[src/rtl/multicycle_controller_pkg.sv]
// Shared types and codes for the multi-cycle CPU control FSM.
// HALT exists only when ILLEGAL_TRAP_EN is defined.
package mc_pkg;

  typedef enum logic [3:0] {
    S_FETCH,
    S_DECODE,
    S_EXEC_R,
    S_WB_R,
    S_EXEC_I,
    S_WB_I,
    S_MEM_ADDR,
    S_MEM_RD,
    S_MEM_WB,
    S_MEM_WR,
    S_BRANCH,
    S_JUMP
`ifdef ILLEGAL_TRAP_EN
    , S_HALT
`endif
  } state_t;

  localparam logic [3:0] OP_RTYPE = 4'h0;
  localparam logic [3:0] OP_ADDI  = 4'h1;
  localparam logic [3:0] OP_SUBI  = 4'h2;
  localparam logic [3:0] OP_ANDI  = 4'h3;
  localparam logic [3:0] OP_ORI   = 4'h4;
  localparam logic [3:0] OP_LOAD  = 4'h5;
  localparam logic [3:0] OP_STORE = 4'h6;
  localparam logic [3:0] OP_JUMP  = 4'h7;
  localparam logic [3:0] OP_BEQZ  = 4'h8;

  localparam logic [2:0] ALU_FUNCT = 3'b000;
  localparam logic [2:0] ALU_ADD   = 3'b100;
  localparam logic [2:0] ALU_SUB   = 3'b101;
  localparam logic [2:0] ALU_AND   = 3'b110;
  localparam logic [2:0] ALU_OR    = 3'b111;

  localparam logic [1:0] SRCB_B    = 2'b00;
  localparam logic [1:0] SRCB_ONE  = 2'b01;
  localparam logic [1:0] SRCB_IMM  = 2'b10;
  localparam logic [1:0] SRCB_OFF  = 2'b11;

  localparam logic [1:0] PCSRC_ALU    = 2'b00;
  localparam logic [1:0] PCSRC_ALUOUT = 2'b01;
  localparam logic [1:0] PCSRC_JUMP   = 2'b10;

  typedef struct packed {
    logic       pc_write;
    logic       pc_write_cond;
    logic       ior_d;
    logic       mem_read;
    logic       mem_write;
    logic       ir_write;
    logic       reg_write;
    logic       mem_to_reg;
    logic       reg_dst;
    logic       alu_src_a;
    logic [1:0] alu_src_b;
    logic [1:0] pc_src;
    logic [2:0] alu_op;
    logic       instr_done;
`ifdef ILLEGAL_TRAP_EN
    logic       illegal;
`endif
  } ctrl_t;

  function automatic logic is_legal(input logic [3:0] op);
    return op <= OP_BEQZ;
  endfunction

  function automatic logic [2:0] imm_alu_op(input logic [3:0] op);
    case (op)
      OP_SUBI: return ALU_SUB;
      OP_ANDI: return ALU_AND;
      OP_ORI:  return ALU_OR;
      default: return ALU_ADD;
    endcase
  endfunction

endpackage

[src/rtl/multicycle_controller_if.sv]
// Controller <-> datapath/memory control bundle. `illegal` exists only with
// ILLEGAL_TRAP_EN. master = controller side, slave = datapath/memory side.
interface multicycle_controller_if;

  // Handshake: the controller holds MemRead/MemWrite and the address select
  // steady while waiting; memory raises mem_ready for exactly the cycle in
  // which the access completes, and the controller advances on that edge.
  logic [3:0] opcode;
  logic       zero;
  logic       mem_ready;

  logic       PCWrite;
  logic       PCWriteCond;
  logic       IorD;
  logic       MemRead;
  logic       MemWrite;
  logic       IRWrite;
  logic       RegWrite;
  logic       MemtoReg;
  logic       RegDst;
  logic       ALUSrcA;
  logic [1:0] ALUSrcB;
  logic [1:0] PCSrc;
  logic [2:0] ALUop;
  logic       instr_done;
  logic       mem_timeout;
`ifdef ILLEGAL_TRAP_EN
  logic       illegal;
`endif

  modport master (
    input  opcode, zero, mem_ready,
    output PCWrite, PCWriteCond, IorD, MemRead, MemWrite, IRWrite,
           RegWrite, MemtoReg, RegDst, ALUSrcA, ALUSrcB, PCSrc, ALUop,
           instr_done, mem_timeout
`ifdef ILLEGAL_TRAP_EN
    , output illegal
`endif
  );

  modport slave (
    output opcode, zero, mem_ready,
    input  PCWrite, PCWriteCond, IorD, MemRead, MemWrite, IRWrite,
           RegWrite, MemtoReg, RegDst, ALUSrcA, ALUSrcB, PCSrc, ALUop,
           instr_done, mem_timeout
`ifdef ILLEGAL_TRAP_EN
    , input illegal
`endif
  );

endinterface

[src/rtl/multicycle_controller_out_decode.sv]
// Combinational state-to-control decode for the multi-cycle controller.
// ILLEGAL_TRAP_EN selects HALT decode versus the illegal-opcode NOP pulse.
module mc_out_decode
  import mc_pkg::*;
(
  input  state_t     i_state,
  input  logic [3:0] i_op,
  input  logic [3:0] i_opcode,
  input  logic       i_mem_ready,
  output ctrl_t      o_ctrl
);

  always_comb begin
    o_ctrl = '0;
    case (i_state)
      S_FETCH: begin
        o_ctrl.mem_read  = 1'b1;
        o_ctrl.alu_src_b = SRCB_ONE;
        o_ctrl.alu_op    = ALU_ADD;
        o_ctrl.pc_src    = PCSRC_ALU;
        o_ctrl.ir_write  = i_mem_ready;
        o_ctrl.pc_write  = i_mem_ready;
      end
      S_DECODE: begin
        o_ctrl.alu_src_b = SRCB_OFF;
        o_ctrl.alu_op    = ALU_ADD;
`ifndef ILLEGAL_TRAP_EN
        // An illegal opcode retires here as a NOP.
        o_ctrl.instr_done = !is_legal(i_opcode);
`endif
      end
      S_EXEC_R: begin
        o_ctrl.alu_src_a = 1'b1;
        o_ctrl.alu_src_b = SRCB_B;
        o_ctrl.alu_op    = ALU_FUNCT;
      end
      S_WB_R: begin
        o_ctrl.reg_write  = 1'b1;
        o_ctrl.reg_dst    = 1'b1;
        o_ctrl.instr_done = 1'b1;
      end
      S_EXEC_I: begin
        o_ctrl.alu_src_a = 1'b1;
        o_ctrl.alu_src_b = SRCB_IMM;
        o_ctrl.alu_op    = imm_alu_op(i_op);
      end
      S_WB_I: begin
        o_ctrl.reg_write  = 1'b1;
        o_ctrl.instr_done = 1'b1;
      end
      S_MEM_ADDR: begin
        o_ctrl.alu_src_a = 1'b1;
        o_ctrl.alu_src_b = SRCB_IMM;
        o_ctrl.alu_op    = ALU_ADD;
      end
      S_MEM_RD: begin
        o_ctrl.mem_read = 1'b1;
        o_ctrl.ior_d    = 1'b1;
      end
      S_MEM_WB: begin
        o_ctrl.reg_write  = 1'b1;
        o_ctrl.mem_to_reg = 1'b1;
        o_ctrl.instr_done = 1'b1;
      end
      S_MEM_WR: begin
        o_ctrl.mem_write  = 1'b1;
        o_ctrl.ior_d      = 1'b1;
        o_ctrl.instr_done = i_mem_ready;
      end
      S_BRANCH: begin
        o_ctrl.alu_src_a     = 1'b1;
        o_ctrl.alu_src_b     = SRCB_B;
        o_ctrl.alu_op        = ALU_SUB;
        o_ctrl.pc_write_cond = 1'b1;
        o_ctrl.pc_src        = PCSRC_ALUOUT;
        o_ctrl.instr_done    = 1'b1;
      end
      S_JUMP: begin
        o_ctrl.pc_write   = 1'b1;
        o_ctrl.pc_src     = PCSRC_JUMP;
        o_ctrl.instr_done = 1'b1;
      end
`ifdef ILLEGAL_TRAP_EN
      S_HALT: o_ctrl.illegal = 1'b1;
`endif
      default: ;
    endcase
  end

endmodule

[src/rtl/multicycle_controller.sv]
// Main control FSM of the multi-cycle CPU: sequencing, memory wait counter
// and sticky timeout. ILLEGAL_TRAP_EN enables the HALT trap on bad opcodes.
module multicycle_controller
  import mc_pkg::*;
#(
  parameter int MEM_WAIT_MAX = 0
) (
  input  logic                    clk,
  input  logic                    rst,
  multicycle_controller_if.master io_bus,
  output state_t                  o_dbg_state
);

  localparam int CW = (MEM_WAIT_MAX > 0) ? $clog2(MEM_WAIT_MAX + 1) : 1;
  localparam logic [CW-1:0] CNT_MAX = CW'(MEM_WAIT_MAX);
  localparam bit WAIT_EN = (MEM_WAIT_MAX != 0);

  state_t        r_state;
  state_t        w_next;
  logic [3:0]    r_op;
  logic [CW-1:0] r_wait_cnt;
  logic [CW-1:0] w_cnt_nxt;
  logic          r_timeout;
  logic          w_wait;
  ctrl_t         w_ctrl;
  ctrl_t         w_ctrl_q;

  always_ff @(posedge clk or posedge rst) begin
    if (rst) r_state <= S_FETCH;
    else     r_state <= w_next;
  end

  // The opcode is only meaningful while the IR is freshly loaded (DECODE).
  always_ff @(posedge clk or posedge rst) begin
    if (rst)                    r_op <= OP_RTYPE;
    else if (r_state == S_DECODE) r_op <= io_bus.opcode;
  end

  always_comb begin
    w_next = r_state;
    case (r_state)
      S_FETCH: if (io_bus.mem_ready) w_next = S_DECODE;
      S_DECODE: begin
        case (io_bus.opcode)
          OP_RTYPE:                            w_next = S_EXEC_R;
          OP_ADDI, OP_SUBI, OP_ANDI, OP_ORI:   w_next = S_EXEC_I;
          OP_LOAD, OP_STORE:                   w_next = S_MEM_ADDR;
          OP_BEQZ:                             w_next = S_BRANCH;
          OP_JUMP:                             w_next = S_JUMP;
`ifdef ILLEGAL_TRAP_EN
          default:                             w_next = S_HALT;
`else
          default:                             w_next = S_FETCH;
`endif
        endcase
      end
      S_EXEC_R:   w_next = S_WB_R;
      S_WB_R:     w_next = S_FETCH;
      S_EXEC_I:   w_next = S_WB_I;
      S_WB_I:     w_next = S_FETCH;
      S_MEM_ADDR: w_next = (r_op == OP_STORE) ? S_MEM_WR : S_MEM_RD;
      S_MEM_RD:   if (io_bus.mem_ready) w_next = S_MEM_WB;
      S_MEM_WB:   w_next = S_FETCH;
      S_MEM_WR:   if (io_bus.mem_ready) w_next = S_FETCH;
      S_BRANCH:   w_next = S_FETCH;
      S_JUMP:     w_next = S_FETCH;
`ifdef ILLEGAL_TRAP_EN
      S_HALT:     w_next = S_HALT;
`endif
      default:    w_next = S_FETCH;
    endcase
  end

  // A wait cycle never changes state, so clearing on every non-wait cycle
  // also covers the clear-on-state-change rule.
  assign w_wait = ((r_state == S_FETCH) || (r_state == S_MEM_RD) ||
                   (r_state == S_MEM_WR)) && !io_bus.mem_ready;
  assign w_cnt_nxt = (r_wait_cnt == CNT_MAX) ? r_wait_cnt : r_wait_cnt + 1'b1;

  always_ff @(posedge clk or posedge rst) begin
    if (rst) begin
      r_wait_cnt <= '0;
      r_timeout  <= 1'b0;
    end else begin
      r_wait_cnt <= w_wait ? w_cnt_nxt : '0;
      if (WAIT_EN && w_wait && (w_cnt_nxt == CNT_MAX)) r_timeout <= 1'b1;
    end
  end

  mc_out_decode u_out_decode (
    .i_state     (r_state),
    .i_op        (r_op),
    .i_opcode    (io_bus.opcode),
    .i_mem_ready (io_bus.mem_ready),
    .o_ctrl      (w_ctrl)
  );

  // Reset blanks the controls immediately, not only after the next edge.
  assign w_ctrl_q = rst ? '0 : w_ctrl;

  assign io_bus.PCWrite     = w_ctrl_q.pc_write;
  assign io_bus.PCWriteCond = w_ctrl_q.pc_write_cond;
  assign io_bus.IorD        = w_ctrl_q.ior_d;
  assign io_bus.MemRead     = w_ctrl_q.mem_read;
  assign io_bus.MemWrite    = w_ctrl_q.mem_write;
  assign io_bus.IRWrite     = w_ctrl_q.ir_write;
  assign io_bus.RegWrite    = w_ctrl_q.reg_write;
  assign io_bus.MemtoReg    = w_ctrl_q.mem_to_reg;
  assign io_bus.RegDst      = w_ctrl_q.reg_dst;
  assign io_bus.ALUSrcA     = w_ctrl_q.alu_src_a;
  assign io_bus.ALUSrcB     = w_ctrl_q.alu_src_b;
  assign io_bus.PCSrc       = w_ctrl_q.pc_src;
  assign io_bus.ALUop       = w_ctrl_q.alu_op;
  assign io_bus.instr_done  = w_ctrl_q.instr_done;
  assign io_bus.mem_timeout = r_timeout;
`ifdef ILLEGAL_TRAP_EN
  assign io_bus.illegal     = w_ctrl_q.illegal;
`endif

  assign o_dbg_state = r_state;

endmodule

[src/flat_wrapper.sv]
// flat-port wrapper written by rule: the top's interface ports become plain ports
module multicycle_controller_flat import mc_pkg::*;
#(
  parameter int MEM_WAIT_MAX = 0
)
  (clk, rst, o_dbg_state, io_bus_opcode, io_bus_zero, io_bus_mem_ready, io_bus_PCWrite, io_bus_PCWriteCond, io_bus_IorD, io_bus_MemRead, io_bus_MemWrite, io_bus_IRWrite, io_bus_RegWrite, io_bus_MemtoReg, io_bus_RegDst, io_bus_ALUSrcA, io_bus_ALUSrcB, io_bus_PCSrc, io_bus_ALUop, io_bus_instr_done, io_bus_mem_timeout);
  multicycle_controller_if io_bus_i ();
  input  logic clk;
  input  logic rst;
  output state_t o_dbg_state;
  input wire logic [$bits(io_bus_i.opcode)-1:0] io_bus_opcode;
  input wire logic [$bits(io_bus_i.zero)-1:0] io_bus_zero;
  input wire logic [$bits(io_bus_i.mem_ready)-1:0] io_bus_mem_ready;
  output wire logic [$bits(io_bus_i.PCWrite)-1:0] io_bus_PCWrite;
  output wire logic [$bits(io_bus_i.PCWriteCond)-1:0] io_bus_PCWriteCond;
  output wire logic [$bits(io_bus_i.IorD)-1:0] io_bus_IorD;
  output wire logic [$bits(io_bus_i.MemRead)-1:0] io_bus_MemRead;
  output wire logic [$bits(io_bus_i.MemWrite)-1:0] io_bus_MemWrite;
  output wire logic [$bits(io_bus_i.IRWrite)-1:0] io_bus_IRWrite;
  output wire logic [$bits(io_bus_i.RegWrite)-1:0] io_bus_RegWrite;
  output wire logic [$bits(io_bus_i.MemtoReg)-1:0] io_bus_MemtoReg;
  output wire logic [$bits(io_bus_i.RegDst)-1:0] io_bus_RegDst;
  output wire logic [$bits(io_bus_i.ALUSrcA)-1:0] io_bus_ALUSrcA;
  output wire logic [$bits(io_bus_i.ALUSrcB)-1:0] io_bus_ALUSrcB;
  output wire logic [$bits(io_bus_i.PCSrc)-1:0] io_bus_PCSrc;
  output wire logic [$bits(io_bus_i.ALUop)-1:0] io_bus_ALUop;
  output wire logic [$bits(io_bus_i.instr_done)-1:0] io_bus_instr_done;
  output wire logic [$bits(io_bus_i.mem_timeout)-1:0] io_bus_mem_timeout;
  assign io_bus_i.opcode = io_bus_opcode;
  assign io_bus_i.zero = io_bus_zero;
  assign io_bus_i.mem_ready = io_bus_mem_ready;
  assign io_bus_PCWrite = io_bus_i.PCWrite;
  assign io_bus_PCWriteCond = io_bus_i.PCWriteCond;
  assign io_bus_IorD = io_bus_i.IorD;
  assign io_bus_MemRead = io_bus_i.MemRead;
  assign io_bus_MemWrite = io_bus_i.MemWrite;
  assign io_bus_IRWrite = io_bus_i.IRWrite;
  assign io_bus_RegWrite = io_bus_i.RegWrite;
  assign io_bus_MemtoReg = io_bus_i.MemtoReg;
  assign io_bus_RegDst = io_bus_i.RegDst;
  assign io_bus_ALUSrcA = io_bus_i.ALUSrcA;
  assign io_bus_ALUSrcB = io_bus_i.ALUSrcB;
  assign io_bus_PCSrc = io_bus_i.PCSrc;
  assign io_bus_ALUop = io_bus_i.ALUop;
  assign io_bus_instr_done = io_bus_i.instr_done;
  assign io_bus_mem_timeout = io_bus_i.mem_timeout;
  multicycle_controller #(.MEM_WAIT_MAX(MEM_WAIT_MAX)) u_core (.clk(clk), .rst(rst), .io_bus(io_bus_i), .o_dbg_state(o_dbg_state));
endmodule
[config.mk]
export PLATFORM = sky130hd
export DESIGN_NAME = multicycle_controller_flat
export DESIGN_NICKNAME = d
export VERILOG_FILES = /design/src/rtl/multicycle_controller_pkg.sv /design/src/rtl/multicycle_controller_if.sv /design/src/rtl/multicycle_controller_out_decode.sv /design/src/rtl/multicycle_controller.sv /design/src/flat_wrapper.sv
export SDC_FILE = /design/constraint.sdc
export NUM_CORES = 1
export LEC_CHECK = 0
export CAP_MARGIN = 20
export CORE_UTILIZATION = 43
export DETAILED_ROUTE_END_ITERATION = 8
export GPL_ROUTABILITY_DRIVEN = 0
export GPL_TIMING_DRIVEN = 0
export MAX_ROUTING_LAYER = met4
export PLACE_DENSITY_LB_ADDON = 0.2
export SLEW_MARGIN = 40
export SYNTH_ARGS = -nofsm -noshare
export SYNTH_HDL_FRONTEND = slang
export SYNTH_SLANG_ARGS = --single-unit
[constraint.sdc]
create_clock -name clk -period 1.79 [get_ports clk]
set_clock_uncertainty 0.2 [all_clocks]
set_input_delay 0.2685 -clock clk [delete_from_list [all_inputs] [get_ports clk]]
set_output_delay 0.2685 -clock clk [all_outputs]
set_load 0.05 [all_outputs]
==> metrics.cfg, run 1 <==
[clock_network]
ctsLongestPathBuffers=2
cts.htree.levels=1
cts.sinks=8
post_cts_buffers=27
ctsRootBufferMaster=clkbuf_4
cts_made_buffers=3
cts_resized=179
hold_buffers=0

[floorplan]
start_util_pct=45.9
ios=31
num_rows=15
die_h_um=45.0
die_w_um=45.0

[outcome]
outcome=aborted with a tool error
tool.error=[ERROR DPL-0038] Utilization greater than 100%, impossible to legalize
haltStage=clock tree synthesis

[synthesis]
synthFlopType=dfrtp_1
synth-edff-count=0
yosysTopAreaCellShare_pct=25.2
async_reset_ff_share_pct=100
syn_nets=116
ys_warn_count=1
netlist_instances=108
yosysMostFrequentCell=nor2_1
yosysUniqueCellTypes=36
synth_top_cells_by_count=nor2_1, a21oi_1, dfrtp_1, nor3_1
synth_area_sq_um=793
synth.area.top_cells=dfrtp_1, nor2_1, a21oi_1, nor3_1, o21ai_0
synth_area_leader_cell=dfrtp_1
ys_ff_latch=8
ys_seq_area_share_pct=25.2
syn_avg_cell_area_sq_um=7.35

[place]
io_buffers=28
place_area_sq_um=1340
dp_hpwl_um=1850
dp_cells=161

## logic make-up after synthesis
family | count (synthesis) | share of synthesized area, %
AOI/OAI and AO/OA | 26 | 20.5
xor gates and xnor gates | 2 | 2.21
buffers and inverters | 15 | 9.46
DFF | 8 | 25.2
muxes | 4 | 5.52
other | 1 | 0.473
and+or+nand+nor | 52 | 36.6
## metrics by stage
stage	util [%]	setup WS, ns	TNS, ns
2_1_floorplan	-	-0.517	-2.98
3_3_place_gp	77.6	-1.49	-21.55
3_5_place_dp	77.7	-1.25	-18.75
==> run 2: changes to the inputs <==
CORE_AREA = 2 2 63 65   (was default)
CORE_UTILIZATION = default   (was 43)
DIE_AREA = 0 0 65 67   (was default)
MAX_ROUTING_LAYER = default   (was met4)
PLACE_DENSITY_LB_ADDON = 0.15   (was 0.2)
==> run 2 against run 1 <==
  * Synthesized area is the same
  * Synthesized cell count is the same
  * The flow now finishes, with violations (setup timing)
==> metrics.cfg, run 2 <==
[sta]
finalCritPeriodShare_pct=119
hold_viol=0
drv_slew=0
setup_viol=19
fin_crit_ns=2.13
fmax_mhz=470
whs_ns=0.118
layout_setup_ws_ns=-0.336
rsz0062_at_grt=yes

[setup_path]
path_cells=buf_8, nor2_4, buf_4, nand2_2, nor4_4, or2_4, buf_8
arrival_ns=1.66
cp-end-kind=primary output
cpMaxStageDelayCell=dfrtp_2
crit_required_ns=1.32
crit_path_start=u_core.o_dbg_state[0]
crit_fanout=5
critPathBufInv=3
r2r_start=u_core.o_dbg_state[0]
cp_slowest_stage_delay_ns=0.41
crit_path_start_kind=flop
crit_family=simple AND/OR/NAND/NOR gates
cpMostUsedCell=buf_8
path_class=flop to primary output

[clock_network]
cts.htree.levels=1
ctsLongestPathBuffers=2
clk_latency_ns=0.23
ctsRootBufferMaster=clkbuf_8
hold_buffers=0
cts_made_buffers=3
clkTransAtPathRegs_ns=0.04
cts.sinks=8
cts_tree=built

[synthesis]
yosysTopAreaCellShare_pct=25.2
synth_area_sq_um=793
async_reset_ff_share_pct=100
yosysUniqueCellTypes=36
yosysMostFrequentCell=nor2_1
syn_avg_cell_area_sq_um=7.35
syn_nets=116
ys_seq_area_share_pct=25.2
synthFlopType=dfrtp_1
ys_warn_count=1
synth_area_leader_cell=dfrtp_1
ys_ff_latch=8
netlist_instances=108
synth.area.top_cells=dfrtp_1, nor2_1, a21oi_1, nor3_1, o21ai_0
synth_top_cells_by_count=nor2_1, a21oi_1, dfrtp_1, nor3_1
synth-edff-count=0

[global_route]
grt_antenna_before_repair=0
grt-ovfl-total=0
grt_max_degree=11
grt_usage_pct=14.5
grt_first_pass_wirelength_um=4850
grt_pass1_vias=978

[floorplan]
die_h_um=67
num_rows=22
start_util_pct=22.0
ios=31
die_area_sq_um=4360
die_w_um=65
core_area_sq_um=3610

[cells_and_area]
fin_nets=179
num-fill-cells=354
layout_common_cells=buf_4, buf_6, nor3_4, nor2_4, buf_8
final_common_cell=buf_4
syn2layout_area_growth_pct=134
final_layout_size_suffix_gt1_share_pct=67.6
diodes=0

[place]
dp_hpwl_um=2020
pre_cts_ws_ns=-1.29
io_buffers=28

[pwr]
power-per-cell-area_nw_per_um2=1740
vdd_drop_max_mv=0.653
p_leak_nw=0.766

[drt]
route.antenna.remaining_nets=0
dr.pass1.iters=4
drc=0
via_per_inst=4.86
wl_per_cell_um=14.0
drtIter0Drc=37
vias=1059
finalWirelength_um=3050

[outcome]
violations=setup timing
outcome=finished, violations left

[min_path]
hold_path.class=input port to async pin

[run]
cap_violations=0

-- run 2: layout make-up --
cell class	instances	area (sq um)	share of cell area, %
sequential	8	205	11.1
tap	48	60.1	3.24
timing repair buffer	58	531	28.6
multi-input combinational	85	832	44.9
clock buffer	4	45.0	2.43
buffer	10	154	8.31
inverter	5	26.3	1.42
-- run 2: what timing repair did --
item	in CTS	in global routing
resized for setup	149	47
buffers inserted	11	19
pin swaps	8	16
endpoints found under the setup margin	22	23
-- run 2: layer usage --
| layer | GRT usage (%) | vias up | share of wire [%] |
|---|---|---|---|
| li1 | - | 516 | - |
| met4 | 2.66 | 0 | 0.39 |
| met3 | 3.38 | 2 | 2.5 |
| met2 | 24.7 | 20 | 54 |
| met5 | 0 | - | 0 |
| met1 | 18.9 | 521 | 43 |
-- run 2: final timing paths --
check	endpoint	slack, ns	depth (start not counted)
hold / removal	u_core.o_dbg_state[3]	0.12	3
min in group clk	u_core.r_op[0]	0.15	2
setup reg to reg	u_core.o_dbg_state[3]	0	7
max in group asynchronous	u_core.o_dbg_state[1]	1.12	3
setup / recovery	io_bus_PCWrite	-0.34	7
hold reg to reg	u_core.r_op[3]	0.37	2
-- run 2: worst reg2reg max path, delay by kind of cell (launching register included) --
kind	cells	cell delay [ns]
buf+inv	3	0.51
flops	1	0.37
compound gates	2	0.36
simple gates	2	0.28
-- run 2: kinds of logic (layout without fill, tap and decap cells) --
group | Yosys count | in the layout | share of synthesized area [%]
AO/OA/AOI/OAI | 26 | 26 | 20.5
other | 1 | 1 | 0.473
flip-flops | 8 | 8 | 25.2
XOR/XNOR | 2 | 2 | 2.21
AND/OR/NAND/NOR | 52 | 52 | 36.6
multiplexers | 4 | 4 | 5.52
buffers and inverters | 15 | 77 | 9.46
-- run 2: stage by stage --
| stage | cell area (sq um) | TNS [ns] | total power, mW | std cells | util, % |
|---|---|---|---|---|---|
| after floorplan | 1030 | -2.98 | 1.76 | 108 | - |
| after global placement | 1370 | -22.48 | 2.19 | 184 | 38.0 |
| after detailed placement | 1370 | -18.95 | 2.19 | 184 | 38.0 |
| after CTS | 1580 | -3.18 | 2.62 | 199 | 43.7 |
| after global routing | 1850 | -4.43 | 3.41 | 218 | 51.4 |
| final | 1850 | -3.07 | 3.22 | 218 | 51.4 |
-- run 2: report_power, final --
part / switching, mW / internal [mW]
Sequential: 0.0829 / 0.271
Combinational: 1.43 / 1.21
Clock: 0.0696 / 0.154
No activity file was read; power rests on OpenSTA's default activity.
